--- src/rtl/button_debouncer_pkg.sv ---
// Shared button-count and debounce constants so the SoC top and the debouncer
// agree on defaults, plus the counter sizing helper.
package button_debouncer_pkg;

  localparam int DEF_N_BUTTONS       = 4;
  localparam int DEF_DEBOUNCE_CYCLES = 1000000;
  localparam int DEF_SYNC_STAGES     = 2;

  // Counter must hold 0..DEBOUNCE_CYCLES-1; sized on +1 so DEBOUNCE_CYCLES=1 still gets one bit.
  function automatic int debounce_cnt_w(input int cycles);
    return (cycles < 1) ? 1 : $clog2(cycles + 1);
  endfunction

endpackage

--- src/rtl/button_debounce_bit.sv ---
// One button channel: synchroniser, stability counter, accepted level and
// registered single-cycle press/release pulses.
module button_debounce_bit
  import button_debouncer_pkg::*;
#(
  parameter int DEBOUNCE_CYCLES = DEF_DEBOUNCE_CYCLES,
  parameter int SYNC_STAGES     = DEF_SYNC_STAGES
) (
  input  logic clk,
  input  logic rst,
  input  logic raw,
  output logic stable,
  output logic press_pulse,
  output logic release_pulse
);

  localparam int              CNT_W    = debounce_cnt_w(DEBOUNCE_CYCLES);
  localparam logic [CNT_W-1:0] CNT_LAST = CNT_W'(DEBOUNCE_CYCLES - 1);

  logic [SYNC_STAGES-1:0] sync_p;
  logic                   sync;
  logic [CNT_W-1:0]       cnt;
  logic [CNT_W-1:0]       cnt_nxt;
  logic                   stable_nxt;
  logic                   press_nxt;
  logic                   release_nxt;

  // Stage boundary: asynchronous pad into the clock domain
  always_ff @(posedge clk or posedge rst) begin
    if (rst) begin
      sync_p <= '0;
    end else begin
      sync_p <= {sync_p[SYNC_STAGES-2:0], raw};
    end
  end

  assign sync = sync_p[SYNC_STAGES-1];

  // Any sample matching the accepted level restarts the count, so only an
  // unbroken run of DEBOUNCE_CYCLES differing samples is accepted.
  always_comb begin
    cnt_nxt     = cnt;
    stable_nxt  = stable;
    press_nxt   = 1'b0;
    release_nxt = 1'b0;
    if (sync == stable) begin
      cnt_nxt = '0;
    end else if (cnt == CNT_LAST) begin
      cnt_nxt     = '0;
      stable_nxt  = sync;
      press_nxt   = sync;
      release_nxt = ~sync;
    end else begin
      cnt_nxt = cnt + CNT_W'(1);
    end
  end

  // Stage boundary: counter, accepted level and edge pulses
  always_ff @(posedge clk or posedge rst) begin
    if (rst) begin
      cnt           <= '0;
      stable        <= 1'b0;
      press_pulse   <= 1'b0;
      release_pulse <= 1'b0;
    end else begin
      cnt           <= cnt_nxt;
      stable        <= stable_nxt;
      press_pulse   <= press_nxt;
      release_pulse <= release_nxt;
    end
  end

endmodule

--- src/rtl/button_debouncer.sv ---
// Conditions raw push-button pads into clean levels plus press/release event
// pulses; every channel is an independent button_debounce_bit.
module button_debouncer
  import button_debouncer_pkg::*;
#(
  parameter int N_BUTTONS       = DEF_N_BUTTONS,
  parameter int DEBOUNCE_CYCLES = DEF_DEBOUNCE_CYCLES,
  parameter int SYNC_STAGES     = DEF_SYNC_STAGES
) (
  input  logic                 clk,
  input  logic                 rst,
  input  logic [N_BUTTONS-1:0] buttons_raw_i,
  output logic [N_BUTTONS-1:0] buttons_o,
  output logic [N_BUTTONS-1:0] press_o,
  output logic [N_BUTTONS-1:0] release_o
);

  for (genvar i = 0; i < N_BUTTONS; i++) begin : g_bit
    button_debounce_bit #(
      .DEBOUNCE_CYCLES(DEBOUNCE_CYCLES),
      .SYNC_STAGES    (SYNC_STAGES)
    ) u_bit (
      .clk          (clk),
      .rst          (rst),
      .raw          (buttons_raw_i[i]),
      .stable       (buttons_o[i]),
      .press_pulse  (press_o[i]),
      .release_pulse(release_o[i])
    );
  end

endmodule

--- config.mk ---
export PLATFORM = sky130hd
export DESIGN_NAME = button_debouncer
export DESIGN_NICKNAME = d
export VERILOG_FILES = /design/src/rtl/button_debouncer_pkg.sv /design/src/rtl/button_debounce_bit.sv /design/src/rtl/button_debouncer.sv
export SDC_FILE = /design/constraint.sdc
export NUM_CORES = 1
export LEC_CHECK = 0
export BUFFER_PORTS_ARGS = -buffer_cell sky130_fd_sc_hd__clkbuf_2
export CAP_MARGIN = 20
export CORE_MARGIN = 2
export CORE_UTILIZATION = 56
export CTS_CLUSTER_DIAMETER = 50
export DETAILED_ROUTE_END_ITERATION = 16
export PLACE_DENSITY = 0.73
export SLEW_MARGIN = 20
export SYNTH_ARGS = -nofsm -noshare
export SYNTH_HDL_FRONTEND = slang
export SYNTH_SLANG_ARGS = --single-unit
--- constraint.sdc ---
create_clock -name clk -period 6.7 [get_ports clk]
set_clock_uncertainty 0.05 [all_clocks]
set_input_delay 0 -clock clk [delete_from_list [all_inputs] [get_ports clk]]
set_output_delay 0 -clock clk [all_outputs]
set_load 0.05 [all_outputs]
Word level (Yosys, flattened, before mapping). Index checks and enable logic that the tools add are counted.

ROM bits: 0. Memories: 0. Word-level logic and storage cells: 68. Output and inout bits: 12. Bits in registers: 100. RAM bits: 0. Bits of input ports: 6. Latch bits: 0.

Bitwise logic cells: 8. Divide/modulo/power cells: 0. $mul: 0. Shift-type cells: 0. Order comparisons: 0. Multiplexer cells: 24. Equal/unequal tests: 8. Reduce and logical (&&, ||, !) cells: 4. $add $sub $neg: 4.

Operator list (count): 20-bit 2-to-1 mux (8); 20-bit by 1-bit adder with 20-bit output, second input constant (4); 20-bit equality test, second input constant (4); 1-bit 2-to-1 mux (16); 1-bit NOT (8); 2-bit AND reduction (4); 1-bit equality test (4).

Longest topological paths before layout.
Depth in word-level cells: 3. Gate-level depth with buffers: 6. Mapped depth without buffers: 5.

Cells and area by module. Synthesis repeated with hierarchy kept, for this count alone.

Cells, all modules: 444. Area, all modules: 4899.7 µm².

Modules (own cells, without submodules): button_debounce_bit (times used 4, cells each 111, area an instance 1224.9 µm², seq. area each 625.6 µm²).

Worst setup path after synthesis. OpenSTA, ideal clock, no wires.

Path type: flip-flop to flip-flop. From: register g_bit[1].u_bit.cnt[0]. To: register g_bit[1].u_bit.cnt[18]. Arrival time: 1.888 ns. Library setup time: 0.080 ns. Clock period less this slack: 2.018 ns. Path slack: 4.682 ns. Stages on the path, launching flop included: 7. Buffers on the path: 1. Cells stage by stage: dfrtp_1 ha_1 nand2_1 or4_1 buf_2 or4_1 a21oi_1.

Longest elaborated chain between the ends: 3.

RTL lines: start, declared (line button_debounce_bit.sv:22) `logic [CNT_W-1:0] cnt;`; start signal, assigned (line button_debounce_bit.sv:66) `cnt <= cnt_nxt;`; 20-bit by 1-bit adder with 20-bit output / 20-bit equality test (equally long branches) (line button_debounce_bit.sv:54, button_debounce_bit.sv:48); 20-bit 2-to-1 mux * (line button_debounce_bit.sv:48) `end else if (cnt == CNT_LAST) begin`; 20-bit 2-to-1 mux * (line button_debounce_bit.sv:46) `if (sync == stable) begin`; via g_bit[1].u_bit.cnt_nxt[18] (line button_debounce_bit.sv:23) `logic [CNT_W-1:0] cnt_nxt;`.

Mark *: on every way through the listed nets, which the timed path passes. The rest lies on a longest branch. A chain may end at the register's enable or synchronous reset.

Worst setup path in the final report.
From: register g_bit[2].u_bit.cnt[0]. To: register g_bit[2].u_bit.cnt[9].

Longest elaborated chain between the ends: 3.

RTL lines (line): start, declared (button_debounce_bit.sv:22); start signal, assigned (button_debounce_bit.sv:66); 20-bit by 1-bit adder with 20-bit output / 20-bit equality test (equally long branches) (button_debounce_bit.sv:54, button_debounce_bit.sv:48); 20-bit 2-to-1 mux * (button_debounce_bit.sv:48); 20-bit 2-to-1 mux * (button_debounce_bit.sv:46); via g_bit[2].u_bit.cnt_nxt[9] (button_debounce_bit.sv:23).

Marks and branches as above.

==> flow_summary.html <==
<table>
<tr><th>Metric</th><th>Value</th></tr>
<tr><th colspan="2">Placed design</th></tr>
<tr><td>Worst slack, placed</td><td>between 4 and 5 ns</td></tr>
<tr><td>Routability-driven placement congestion ratio</td><td>~0.81</td></tr>
<tr><td>IO buf count</td><td>17</td></tr>
<tr><td>Estimated wirelength of the detail-placed design</td><td>around 5.5 mm</td></tr>
<tr><td>Count of placed standard cells including taps</td><td>~570</td></tr>
<tr><th colspan="2">Global route</th></tr>
<tr><td>Global Route met3 Usage</td><td>between 5 and 6%</td></tr>
<tr><td>Global routing's busiest layer</td><td>met2</td></tr>
<tr><td>Met2 demand-to-capacity share in global routing</td><td>roughly a third</td></tr>
<tr><td>Largest net degree at the start of global routing</td><td>between 80 and 90</td></tr>
<tr><td>Final global-route overflow total</td><td>0</td></tr>
<tr><td>Total track usage</td><td>between 20% and 30%</td></tr>
<tr><td>Number of antenna violations at the first check in global routing</td><td>0</td></tr>
<tr><td>M1 GR Usage</td><td>26.8%</td></tr>
<tr><td>Via count of the first global-routing pass</td><td>3,312</td></tr>
<tr><td>First-pass GRT wire length</td><td>between 10 and 15 mm</td></tr>
<tr><th colspan="2">STA</th></tr>
<tr><td>Sum of negative setup slack</td><td>0 ns</td></tr>
<tr><td>Hold violation total from the final report</td><td>0</td></tr>
<tr><td>RSZ-0062 raised after global routing</td><td>no</td></tr>
<tr><td>Final period utilization</td><td>about a third</td></tr>
<tr><td>Smallest setup slack after layout</td><td>between 4 and 5 ns</td></tr>
<tr><td>Final max-slew violation count</td><td>0</td></tr>
<tr><td>Max Freq</td><td>between 400 and 500 MHz</td></tr>
<tr><td>Endpoints failing setup</td><td>0</td></tr>
<tr><td>Transition time at the pin with the least slew margin</td><td>1.07 ns</td></tr>
<tr><td>Fin crit period</td><td>between 2 and 2.5 ns</td></tr>
<tr><td>Worst slew margin</td><td>around 28%</td></tr>
<tr><th colspan="2">CTS</th></tr>
<tr><td>Count of buffers added by post-CTS timing repair for setup</td><td>0</td></tr>
<tr><td>Maximum level of the CTS H-tree</td><td>3</td></tr>
<tr><td>Clock root buffer</td><td>sky130_fd_sc_hd__clkbuf_8</td></tr>
<tr><td>Clock insertion delay at the later pin of the skew report</td><td>about 0.36 ns</td></tr>
<tr><td>Cells resized by post-CTS repair</td><td>0</td></tr>
<tr><td>Number of sinks driven by the clock tree</td><td>100</td></tr>
<tr><td>Clock transition at path regs</td><td>roughly 0.090 ns</td></tr>
<tr><td>Maximum clock path buffer count</td><td>2</td></tr>
<tr><td>Hold buffers post-CTS</td><td>5</td></tr>
<tr><td>Clock tree from TritonCTS</td><td>built</td></tr>
<tr><td>Number of buffers created by CTS</td><td>9</td></tr>
<tr><th colspan="2">Power and ir drop</th></tr>
<tr><td>Total power divided by cell area</td><td>between 200 and 250 mW/mm2</td></tr>
<tr><td>Pleak</td><td>about 0.0021 uW</td></tr>
<tr><td>Overall Power</td><td>between 1000 and 1500 uW</td></tr>
<tr><td>Peak supply drop</td><td>about 0.14 mV</td></tr>
<tr><th colspan="2">Outcome</th></tr>
<tr><td>Status</td><td>complete, no violations</td></tr>
<tr><th colspan="2">Synthesis</th></tr>
<tr><td>Warnings from Yosys</td><td>0</td></tr>
<tr><td>Synth unique cells</td><td>37</td></tr>
<tr><td>Share of Yosys cell area claimed by the top area cell type</td><td>between 50 and 60%</td></tr>
<tr><td>Proportion of synthesized chip area in sequential cells</td><td>approximately 53%</td></tr>
<tr><td>Ranking of synthesized cells by area</td><td>sky130_fd_sc_hd__dfrtp_1 (53%), sky130_fd_sc_hd__xnor2_1 (6.1%), sky130_fd_sc_hd__nor2_1 (5.1%)</td></tr>
<tr><td>Most used flip-flop cell after synthesis</td><td>sky130_fd_sc_hd__dfrtp_1</td></tr>
<tr><td>Area of the mapped netlist</td><td>about 0.0048 mm2</td></tr>
<tr><td>#FFs+latches synth</td><td>100</td></tr>
<tr><td>Number of standard cells after synthesis</td><td>about 470</td></tr>
<tr><td>Number of flops mapped to enable cells by yosys</td><td>0</td></tr>
<tr><td>Post-synth ARST share</td><td>100%</td></tr>
<tr><td>Post-Synthesis Net Count</td><td>around 480</td></tr>
<tr><td>Post-Syn Area per Cell</td><td>approximately 10 um2</td></tr>
<tr><td>Most repeated cell in the gate-level netlist after synthesis</td><td>sky130_fd_sc_hd__dfrtp_1</td></tr>
<tr><td>Area leader, netlist</td><td>sky130_fd_sc_hd__dfrtp_1</td></tr>
<tr><td>Leading cell types by count after synthesis</td><td>sky130_fd_sc_hd__dfrtp_1 (100), sky130_fd_sc_hd__nor2_1 (64), sky130_fd_sc_hd__xnor2_1 (33), sky130_fd_sc_hd__nand3_1 (28), sky130_fd_sc_hd__a21oi_1 (21)</td></tr>
<tr><th colspan="2">Drt</th></tr>
<tr><td>Final antenna-violating net count</td><td>0</td></tr>
<tr><td>Vias per cell</td><td>around 5.7</td></tr>
<tr><td>Aggregate routed wire length</td><td>between 8 and 9 mm</td></tr>
<tr><td>Initial DRT Pass Iterations</td><td>5</td></tr>
<tr><td>Vias</td><td>approximately 3,400</td></tr>
<tr><td>Starting DRT DRC Count</td><td>93</td></tr>
<tr><td>Routed len/inst</td><td>13.9 um</td></tr>
<tr><td>DRC Markers</td><td>0</td></tr>
<tr><th colspan="2">Critical path</th></tr>
<tr><td>Crit path from</td><td>g_bit[2].u_bit.cnt[0]</td></tr>
<tr><td>Maximum fanout count along the critical path</td><td>19</td></tr>
<tr><td>Depth of the worst register-to-register path</td><td>4</td></tr>
<tr><td>Required @ worst endpoint</td><td>approximately 6.9 ns</td></tr>
<tr><td>Nature of the critical path endpoint</td><td>flip-flop</td></tr>
<tr><td>Reg2reg start</td><td>g_bit[2].u_bit.cnt[0]</td></tr>
<tr><td>Category of the most critical setup path</td><td>flip-flop to flip-flop</td></tr>
<tr><td>Worst setup slack for register-to-register paths</td><td>4.37 ns</td></tr>
<tr><td>Crit path DAT</td><td>roughly 2.5 ns</td></tr>
<tr><td>Capturing element of the worst setup path</td><td>g_bit[2].u_bit.cnt[9]</td></tr>
<tr><td>Startpoint Class</td><td>flip-flop</td></tr>
<tr><td>R2R Path End</td><td>g_bit[2].u_bit.cnt[9]</td></tr>
<tr><th colspan="2">Die</th></tr>
<tr><td>Floorplan Core Area</td><td>between 0.008 and 0.009 mm2</td></tr>
<tr><td>Area of the die</td><td>0.00924 mm2</td></tr>
<tr><td>Die Wd</td><td>~96 um</td></tr>
<tr><td>Ports placed on the boundary</td><td>18</td></tr>
<tr><td>Initial cell density of the core</td><td>between 50% and 60%</td></tr>
<tr><td>Vertical extent of the die</td><td>slightly below 100 um</td></tr>
<tr><td>Cell Rows</td><td>33</td></tr>
<tr><th colspan="2">Cells and area</th></tr>
<tr><td>Antenna Cells</td><td>0</td></tr>
<tr><td>Ratio of cells with drive above 1 in the final layout</td><td>between 10% and 20%</td></tr>
<tr><td>P&amp;R area growth vs syn</td><td>8.55%</td></tr>
<tr><td>Post-layout utilization of the core</td><td>a little over three fifths</td></tr>
<tr><td>Finished Layout Cells</td><td>slightly below 600</td></tr>
<tr><td>NumNets Final</td><td>494</td></tr>
<tr><th colspan="2">Job</th></tr>
<tr><td>Max-cap violations</td><td>0</td></tr>
<tr><th colspan="2">Hold path</th></tr>
<tr><td>Worst hold path type</td><td>input port to async pin</td></tr>
</table>
-- state kept, by name, summed over array words and instances, names as in the netlist --
signal,count
g_bit.u_bit.release_pulse,4
g_bit.u_bit.press_pulse,4
g_bit.u_bit.sync_p,8
g_bit.u_bit.cnt,80
g_bit.u_bit.stable,4
-- logic make-up after synthesis --
group	synth area share (%)
muxes	0.947
AOI/OAI and AO/OA	6.68
xor gates and xnor gates	9.58
and+or+nand+nor	25.2
adders and majority gates	1.05
buffers and inverters	3.95
DFF	52.6
-- critical path: stages, from the launching register on --
cell                      delay [ns]
sky130_fd_sc_hd__dfrtp_1        0.42
sky130_fd_sc_hd__ha_1           0.22
sky130_fd_sc_hd__nand3_1        0.33
sky130_fd_sc_hd__o41ai_4        1.03
sky130_fd_sc_hd__nor2_1         0.12
-- layer usage --
layer,part of all wire (%),vias up
met5,0,-
met4,0.58,0
met3,2.8,4
met2,48,39
met1,48,1669
li1,-,1680
-- final cells by class --
cell class                      instances  area, um2
Fill cell                             653       3060
Sequential cell                       100       2500
Multi-Input combinational cell        332       2060
Timing Repair Buffer                   25        161
Tap cell                              105        131
Clock buffer                            9        124
Clock inverter                          7        115
Inverter                               16       62.6
-- metrics by stage --
| stage | cell area, um2 | hold WS (ns) |
|---|---|---|
| final | 5160 | 0.0438 |
| after global placement | 4870 | -0.126 |
| after floorplan | 4750 | -0.0186 |
| after global routing | 5160 | 0.0635 |
| after CTS | 5160 | 0.0359 |
| after detailed placement | 4870 | -0.124 |
-- power by group --
group          internal [uW]  switching [uW]  leakage (uW)
Sequential               611            8.61       0.00137
Clock                    247             201      0.000115
Combinational           11.6            24.3      0.000602
-- how the worst min path moves through the flow --
stage	start	to	slack [ns]	cells past startpoint
6_report	rst	g_bit[2].u_bit.cnt[4]	0.04	3
5_1_grt	rst	g_bit[2].u_bit.cnt[7]	0.06	3
4_1_cts	rst	g_bit[2].u_bit.cnt[4]	0.04	3
3_5_place_dp	rst	g_bit[2].u_bit.sync_p[0]	-0.12	2
3_3_place_gp	rst	g_bit[2].u_bit.sync_p[0]	-0.13	2
2_1_floorplan	buttons_raw_i[0]	g_bit[0].u_bit.sync_p[0]	-0.02	0
-- placed cells by master (no fill, tap or decap), types with 11 or more instances in the layout --
| master | instances |
|---|---|
| sky130_fd_sc_hd__dfrtp_1 | 100 |
| sky130_fd_sc_hd__nor2_1 | 64 |
| sky130_fd_sc_hd__xnor2_1 | 33 |
| sky130_fd_sc_hd__nand3_1 | 28 |
| sky130_fd_sc_hd__a21oi_1 | 21 |
| sky130_fd_sc_hd__nand2_1 | 19 |
| sky130_fd_sc_hd__xor2_1 | 19 |
| sky130_fd_sc_hd__clkbuf_2 | 17 |
| sky130_fd_sc_hd__nand4_1 | 16 |
| sky130_fd_sc_hd__inv_1 | 15 |
| sky130_fd_sc_hd__or4_1 | 14 |
| sky130_fd_sc_hd__nor4_1 | 13 |
| sky130_fd_sc_hd__and3_1 | 12 |
| sky130_fd_sc_hd__o21ai_0 | 12 |
| sky130_fd_sc_hd__nor3_1 | 12 |
| sky130_fd_sc_hd__or3_1 | 11 |
(Power assumes the default switching activity.)
